===== config.mk =====
export PLATFORM = sky130hd
export DESIGN_NAME = mem_port
export DESIGN_NICKNAME = d
export VERILOG_FILES = /design/src/rtl/mem_pkg.sv /design/src/rtl/mem_port_hs.sv /design/src/rtl/mem_port.sv
export SDC_FILE = /design/constraint.sdc
export NUM_CORES = 1
export LEC_CHECK = 0
export CAP_MARGIN = 20
export CELL_PAD_IN_SITES_DETAIL_PLACEMENT = 1
export CELL_PAD_IN_SITES_GLOBAL_PLACEMENT = 1
export CORE_UTILIZATION = 35
export DETAILED_ROUTE_END_ITERATION = 10
export GPL_ROUTABILITY_DRIVEN = 1
export GPL_TIMING_DRIVEN = 0
export PLACE_DENSITY_LB_ADDON = 0.1
export SLEW_MARGIN = 30
export SYNTH_ARGS = -nofsm -noshare
export SYNTH_HDL_FRONTEND = slang
export SYNTH_HIERARCHICAL = 1
export SYNTH_SLANG_ARGS = --single-unit

===== constraint.sdc =====
create_clock -name clk -period 3.3 [get_ports clk]
set_input_delay 0.495 -clock clk [delete_from_list [all_inputs] [get_ports clk]]
set_output_delay 0.495 -clock clk [all_outputs]
set_load 0.03 [all_outputs]

===== src/rtl/mem_pkg.sv =====
// Shared definitions for the memory port and the CPU controller that drives it.
package mem_pkg;

   localparam int ADDR_W = 9;
   localparam int DATA_W = 16;

   // mem_cmd encodings; 2'b11 is treated as no command
   localparam logic [1:0] MNONE  = 2'b00;
   localparam logic [1:0] MREAD  = 2'b01;
   localparam logic [1:0] MWRITE = 2'b10;

   typedef enum logic [1:0] {
      IDLE = 2'b00,
      REQ  = 2'b01,
      DONE = 2'b10
   } acc_state_t;

   // True only for the two encodings that start a RAM transaction
   function automatic logic is_access(input logic [1:0] cmd);
      return (cmd == MREAD) || (cmd == MWRITE);
   endfunction

endpackage


===== src/rtl/mem_port_hs.sv =====
// Memory access handshake: access FSM, registered RAM request, read data capture.
// Optional request timeout compiled in with MEM_PORT_TIMEOUT_EN.
//
//  state | meaning
//  ------+-----------------------------------------------------------
//  IDLE  | no access; a READ/WRITE command latches a request
//  REQ   | ram_req high, request fields frozen, waiting for ram_ack
//  DONE  | one bubble cycle, busy low, command ignored
module mem_port_hs
   import mem_pkg::*;
#(
   parameter int TIMEOUT = 16
) (
   input  logic              i_clk,
   input  logic              i_rst_n,
   input  logic [1:0]        i_cmd,
   input  logic [ADDR_W-1:0] i_addr,
   input  logic [DATA_W-1:0] i_wdata,
   input  logic [DATA_W-1:0] i_ram_rdata,
   input  logic              i_ram_ack,
   output logic              o_busy,
   output logic              o_err,
   output logic [DATA_W-1:0] o_mdata,
   output logic              o_ram_req,
   output logic              o_ram_we,
   output logic [ADDR_W-1:0] o_ram_addr,
   output logic [DATA_W-1:0] o_ram_wdata
);

   acc_state_t        r_state;
   acc_state_t        w_state_nxt;
   logic              w_issue;
   logic              w_capture;
   logic              w_abort;
   logic              w_tmo_hit;

   logic              r_ram_req;
   logic              r_ram_we;
   logic [ADDR_W-1:0] r_ram_addr;
   logic [DATA_W-1:0] r_ram_wdata;
   logic [DATA_W-1:0] r_mdata;

   // State register
   always_ff @(posedge i_clk) begin
      if (!i_rst_n) begin
         r_state <= IDLE;
      end else begin
         r_state <= w_state_nxt;
      end
   end

   // Next state, stall and datapath strobes; an ack wins over a same-cycle timeout
   always_comb begin
      w_state_nxt = r_state;
      o_busy      = 1'b0;
      w_issue     = 1'b0;
      w_capture   = 1'b0;
      w_abort     = 1'b0;
      case (r_state)
         IDLE: begin
            if (is_access(i_cmd)) begin
               o_busy      = 1'b1;
               w_issue     = 1'b1;
               w_state_nxt = REQ;
            end
         end
         REQ: begin
            o_busy = 1'b1;
            if (i_ram_ack) begin
               w_capture   = !r_ram_we;
               w_state_nxt = DONE;
            end else if (w_tmo_hit) begin
               w_abort     = 1'b1;
               w_state_nxt = DONE;
            end
         end
         DONE: begin
            w_state_nxt = IDLE;
         end
         default: begin
            w_state_nxt = IDLE;
         end
      endcase
   end

   // Request fields are captured once at issue and stay frozen through REQ
   always_ff @(posedge i_clk) begin
      if (!i_rst_n) begin
         r_ram_req   <= 1'b0;
         r_ram_we    <= 1'b0;
         r_ram_addr  <= '0;
         r_ram_wdata <= '0;
         r_mdata     <= '0;
      end else begin
         if (w_issue) begin
            r_ram_req   <= 1'b1;
            r_ram_we    <= (i_cmd == MWRITE);
            r_ram_addr  <= i_addr;
            r_ram_wdata <= i_wdata;
         end else if ((r_state == REQ) && (i_ram_ack || w_abort)) begin
            r_ram_req <= 1'b0;
         end
         if (w_capture) begin
            r_mdata <= i_ram_rdata;
         end
      end
   end

`ifdef MEM_PORT_TIMEOUT_EN
   localparam int TMR_W = $clog2(TIMEOUT + 1);

   logic [TMR_W-1:0] r_tmr;
   logic             r_err;

   // Down-counter loaded at issue; terminal count in REQ aborts the access
   always_ff @(posedge i_clk) begin
      if (!i_rst_n) begin
         r_tmr <= '0;
         r_err <= 1'b0;
      end else begin
         if (w_issue) begin
            r_tmr <= TMR_W'(TIMEOUT - 1);
         end else if ((r_state == REQ) && (r_tmr != '0)) begin
            r_tmr <= r_tmr - TMR_W'(1);
         end
         if (w_abort) begin
            r_err <= 1'b1;
         end
      end
   end

   assign w_tmo_hit = (r_tmr == '0);
   assign o_err     = r_err;
`else
   // TIMEOUT has no effect in this build; REQ waits for the ack forever
   if (TIMEOUT < 1) begin : g_timeout_unused
   end

   assign w_tmo_hit = 1'b0;
   assign o_err     = 1'b0;
`endif

   assign o_mdata     = r_mdata;
   assign o_ram_req   = r_ram_req;
   assign o_ram_we    = r_ram_we;
   assign o_ram_addr  = r_ram_addr;
   assign o_ram_wdata = r_ram_wdata;

endmodule


===== src/rtl/mem_port.sv =====
// Memory port stage below the CPU controller: PC, IR, data address and address mux,
// with the RAM handshake in mem_port_hs. MEM_PORT_TIMEOUT_EN enables the REQ timeout.
module mem_port
   import mem_pkg::*;
#(
   parameter logic [ADDR_W-1:0] RESET_PC = 9'd0,
   parameter int                TIMEOUT  = 16
) (
   input  logic              clk,
   input  logic              reset,
   input  logic              load_pc,
   input  logic              reset_pc,
   input  logic              load_ir,
   input  logic              addr_sel,
   input  logic              load_addr,
   input  logic [1:0]        mem_cmd,
   input  logic [DATA_W-1:0] datapath_out,
   output logic [ADDR_W-1:0] pc,
   output logic [DATA_W-1:0] ir,
   output logic [DATA_W-1:0] mdata,
   output logic [ADDR_W-1:0] mem_addr,
   output logic              busy,
   output logic              err,
   output logic              ram_req,
   output logic              ram_we,
   output logic [ADDR_W-1:0] ram_addr,
   output logic [DATA_W-1:0] ram_wdata,
   input  logic [DATA_W-1:0] ram_rdata,
   input  logic              ram_ack
);

   logic [ADDR_W-1:0] r_pc;
   logic [DATA_W-1:0] r_ir;
   logic [ADDR_W-1:0] r_data_addr;
   logic              w_busy;
   logic [DATA_W-1:0] w_mdata;

   // Program counter; reset_pc overrides load_pc, increment wraps at 512
   always_ff @(posedge clk) begin
      if (!reset) begin
         r_pc <= RESET_PC;
      end else if (reset_pc) begin
         r_pc <= RESET_PC;
      end else if (load_pc) begin
         r_pc <= r_pc + 9'd1;
      end
   end

   // Data address and instruction register; IR only fetches once the access is over
   always_ff @(posedge clk) begin
      if (!reset) begin
         r_data_addr <= '0;
         r_ir        <= '0;
      end else begin
         if (load_addr) begin
            r_data_addr <= datapath_out[ADDR_W-1:0];
         end
         if (load_ir && !w_busy) begin
            r_ir <= w_mdata;
         end
      end
   end

   assign mem_addr = addr_sel ? r_pc : r_data_addr;

   mem_port_hs #(
      .TIMEOUT (TIMEOUT)
   ) u_hs (
      .i_clk       (clk),
      .i_rst_n     (reset),
      .i_cmd       (mem_cmd),
      .i_addr      (mem_addr),
      .i_wdata     (datapath_out),
      .i_ram_rdata (ram_rdata),
      .i_ram_ack   (ram_ack),
      .o_busy      (w_busy),
      .o_err       (err),
      .o_mdata     (w_mdata),
      .o_ram_req   (ram_req),
      .o_ram_we    (ram_we),
      .o_ram_addr  (ram_addr),
      .o_ram_wdata (ram_wdata)
   );

   assign pc    = r_pc;
   assign ir    = r_ir;
   assign mdata = w_mdata;
   assign busy  = w_busy;

endmodule


Word-level counts from Yosys, hierarchy flattened. Cells that the tools add are included.

Register bits after elaboration: 79. Input bits: 42. Logic and storage cells: 36.

Add/subtract/negate cells: 1. Equal/unequal tests: 5. Muxes and demuxes: 11. Bitwise operators: 1. Reductions and logical operators: 9.

Operators with widths (number): $add A9 B1 Y9 const B (1); $mux W9 (1); $mux W1 (6); $eq A2 B1 Y1 const B (2); $mux W2 (2); $pmux W2 S2 (1); $eq A2 B2 Y1 const B (1); $logic_and A1 B1 Y1 (2); $logic_not A1 Y1 (2); $logic_not A2 Y1 (1); $ne A2 B1 Y1 const B (1); $ne A2 B2 Y1 const B (1); $pmux W1 S2 (1); $reduce_and A2 Y1 (1); $reduce_bool A2 Y1 (1); $reduce_or A2 Y1 (1); $logic_or A1 B1 Y1 (1); $not A1 Y1 (1).

Depth between registers and ports, before layout.
Depth after elaboration: 6. Gate-level depth with buffers: 9.

Hierarchy. Netlist, hierarchy kept.

Modules (own cells, without submodules): mem_port_hs (times used 1, cells each 202, area an instance 1841.8 um2); mem_port (times used 1, cells each 153, area an instance 1432.6 um2).

Worst setup path after synthesis. No wires, ideal clock.

Kind: input to register. Start point: in mem_cmd[0]. End point: reg r_ir[1], in the netlist ir[1]. Library setup time: 76 ps. Arrival: 2124 ps. Data required time: 3224 ps. Setup slack: 1101 ps. Stages: 9. Path buffers: 2. Path through: inv_1 > ha_1 > nor2b_1 > nor2_1 > nand2b_1 > clkbuf_2 > buf_2 > nand2_1 > a21boi_0.

Longest elaborated chain between the ends: 6.

Ends and longest elaborated chain: start, declared (RTL line mem_port.sv:16) `input logic [1:0] mem_cmd,`; $eq A2 B1 Y1 / $eq A2 B2 Y1 (equally long branches) (RTL line mem_pkg.sv:20) `return (cmd == MREAD) || (cmd == MWRITE);`; $logic_or A1 B1 Y1 * (RTL line mem_pkg.sv:20); $mux W1 * (RTL line mem_port_hs.sv:61) `if (is_access(i_cmd)) begin`; $pmux W1 S2 * (RTL line mem_port_hs.sv:59) `case (r_state)`; net busy (RTL line mem_port.sv:22) `output logic busy,`; $logic_not A1 Y1 * (RTL line mem_port.sv:58) `if (load_ir && !w_busy) begin`; $logic_and A1 B1 Y1 * (RTL line mem_port.sv:58); end signal, assigned (RTL line mem_port.sv:59) `r_ir <= w_mdata;`; end, declared (RTL line mem_port.sv:33) `logic [DATA_W-1:0] r_ir;`.

The timed path passes the listed nets; every way through them passes the cells marked *. A chain may end at the register's enable or synchronous reset.

Final worst setup path.
Start point: in mem_cmd[0]. End point: out busy.

Longest elaborated chain between the ends: 4.

Ends and longest elaborated chain (RTL line): $eq A2 B1 Y1 / $eq A2 B2 Y1 (equally long branches) (mem_pkg.sv:20); $logic_or A1 B1 Y1 * (mem_pkg.sv:20); $mux W1 * (mem_port_hs.sv:61); $pmux W1 S2 * (mem_port_hs.sv:59); end, declared (mem_port.sv:22).

Mark *: on every way between the ends. The rest lies on a longest branch, timed or not.

==> flow_summary.toml <==
[worst_hold_path]
whs_path_depth = 2
hold_path_class = "flop to flop"
hp-start = "u_hs/o_ram_wdata[0]"
min_to = "u_hs/o_ram_wdata[0]"

[setup_path]
cp_top_family = "buffers and inverters"
cp.required_ns = 2.80
cp_common_cell = "clkdlybuf4s50_1"
cpPeakStageDelay_ns = 0.72
worst_setup_path_start_kind = "input port"
crit_path_end_kind = "primary output"
timing.critical_path.cells = "clkdlybuf4s50_1 > inv_1 > ha_1 > nor2b_1 > nor2_1 > clkdlybuf4s50_1"
cpMaxStageDelayCell = "clkdlybuf4s50_1"
critPathKind = "input port to primary output"
cp_data_arrival_time_ns = 2.36
r2r_cells = 7
worstReg2RegStart = "u_hs/r_state[0]"
r2r-end = "ir[5]"
timing.critical_path.buf_inv = 3
crit_fanout = 3
r2r_setup_slack_ns = 1.72

[clock_tree]
tritoncts = "built"
clkTransAtPathRegs_ns = 0.07
cts.sinks = 79
cts_setup_buffers = 0
h-tree-depth = 3
clkLatencyLatePin_ns = 0.34
numCtsBuffers = 9
cts_resized = 0
cts_root_buf = "clkbuf_8"
cts_hold_repair.buffers = 0
cts_max_path_buffers = 2

[floorplanning]
ios = 121
num_rows = 34
fp.dieW_um = 98.7
start_util = 0.368
core_sq_um = 8890
die_height_um = 98.7
dieArea_sq_um = 9750

[yosys]
ys_seq_area_frac = 0.483
synth_fp_nets = 399
ys_ff_latch = 79
synth_cells = 355
synth-edff-count = 0
synth-compound-area-share = 0.0524
synth_fa_ha_area_frac = 0.00764
netlist_area_sq_um = 3270
async_flop_share = 0
synth-simple-area-share = 0.206
yosysUniqueCellTypes = 31
synth_xor_area_frac = 0.0107
muxShareOfSynthArea = 0.190
ys_top_cells_by_count = "nand2_1, dfxtp_1, mux2i_1"
ys.flop_type = "dfxtp_1"
synth_top_area_frac = 0.483
synth_area_leader_cell = "dfxtp_1"
synth_area_leaders = "dfxtp_1, mux2i_1, nand2_1"
synth_top_family_by_area = "simple AND/OR/NAND/NOR gates"
synth.most_common_cell = "nand2_1"
ys_warn_count = 6
post_synth.cell_area_avg_sq_um = 9.22

[finish]
fill_cells = 1031
drive_gt1_frac = 0.0845
multi_input_area_sq_um = 1530
final-seq-area_sq_um = 1580
fin_util = 0.537
syn_to_final_growth_pct = 45.7
fin_nets = 526
antennaDiodeCount = 0
finalInstanceArea_sq_um = 4770
final_cell_count_no_fill = 593

[timing]
drv_slew = 0
setup_tns_ns = 0
layout_setup_ws_ns = 0.448
slew_headroom = 0.636
post-route-period-util = 0.864
finClkSkew_ns = 0.0107
rsz0062_at_grt = "false"
fmax_ghz = 0.351
setup_violations = 0
post-route-min-period_ns = 2.85
hold_slack_ns = 0.458
tightest_slew_ns = 0.546
final_hold_viol_count = 0

[placement]
gp_congestion = 0.742
placed_cell_area_sq_um = 4570
dp.cells = 579
dp_hpwl_um = 6870
numPortBuffers = 116
pre_cts_ws_ns = 0.415

[detailed_routing]
wirelength_um = 9320
num_vias = 2853
via_per_inst = 4.81
drc = 0
drt_iter0_markers = 33
dr.pass1.iters = 4
wire_per_inst_um = 15.7
antenna_left = 0

[power_and_ir_drop]
peakVddDrop_mv = 0.245
cellLeakagePower_nw = 1.79
total_power_mw = 2.20
powerDensity_nw_per_um2 = 462

[global_route]
grt-ovfl-total = 0
grt_pass1_vias = 3017
grt_max_degree = 13
grt_pass1_wl_um = 15000
grt.total_usage = 0.199
antenna_found_initial = 0

[job]
max-cap-violations = 0

[status]
outcome = "finished, final reports clean"
[worst max path at each step]
stage	endpoint	start	cells after the start
floorplan	ir[1]	mem_cmd[0]	9
global placement	busy	mem_cmd[0]	6
detailed placement	busy	mem_cmd[0]	6
CTS	busy	mem_cmd[0]	6
global route	busy	mem_cmd[0]	6
finish	busy	mem_cmd[0]	6
[registers in the layout, indices dropped and copies added (netlist names)]
register          cells
u_hs/o_ram_wdata     16
u_hs/o_ram_addr       9
u_hs/o_ram_we         1
u_hs/o_mdata         16
u_hs/o_ram_req        1
u_hs/r_state          2
ir                   16
r_data_addr           9
pc                    9
[power breakdown]
| group | leakage [nW] | total (mW) | switching, mW | internal [mW] |
|---|---|---|---|---|
| Clock | 0.0982 | 0.751 | 0.333 | 0.417 |
| Combinational | 1.05 | 0.424 | 0.228 | 0.195 |
| Sequential | 0.643 | 1.03 | 0.0296 | 0.999 |
| Total | 1.79 | 2.20 | 0.591 | 1.61 |
[placed cells by master (no fill, tap or decap), drive strengths merged]
cell,count
nor2,7
mux2i,52
ha,2
a21oi,4
nand2,120
or2b,1
o21ai,4
mux2,9
nand4,5
nand2b,2
buf,15
o2111a,1
nor4bb,1
inv,2
clkbuf,21
clkdlybuf4s50,116
nor4b,1
clkinvlp,1
a21boi,16
xnor2,1
conb,1
nand3b,1
bufinv,2
or3,4
nor2b,11
dfxtp,79
xor2,3
clkinv,1
nor3,2
[final cells by class]
| class | instances | area share |
|---|---|---|
| clock inverter | 4 | 0.0152 |
| clock buffer | 10 | 0.0268 |
| inverter | 2 | 0.00157 |
| tap | 108 | 0.0283 |
| buffer | 26 | 0.0325 |
| sequential | 79 | 0.331 |
| timing repair buffer | 116 | 0.243 |
| multi-input combinational | 248 | 0.321 |
[cells by family after synthesis]
logic type | count (synthesis)
AO/OA/AOI/OAI | 25
XOR/XNOR | 4
adder cells (fa/ha/maj) | 2
buffers and inverters | 28
flip-flops | 79
multiplexers | 61
other | 1
AND/OR/NAND/NOR | 155
[worst reg2reg max path, delay by kind of cell (launching register included)]
family	cells	cell delay (ns)
AOI/OAI and AO/OA	1	0.16
buffers and inverters	2	0.48
DFF	1	0.36
and+or+nand+nor	4	0.50
[routing by layer]
layer	track usage	wire length (um)	vias to the layer above
li1	-	-	1407
met2	0.365	4770	81
met5	0	0	-
met1	0.222	3890	1361
met4	0.0517	52	0
met3	0.0652	609	4
(Power assumes the default switching activity.)
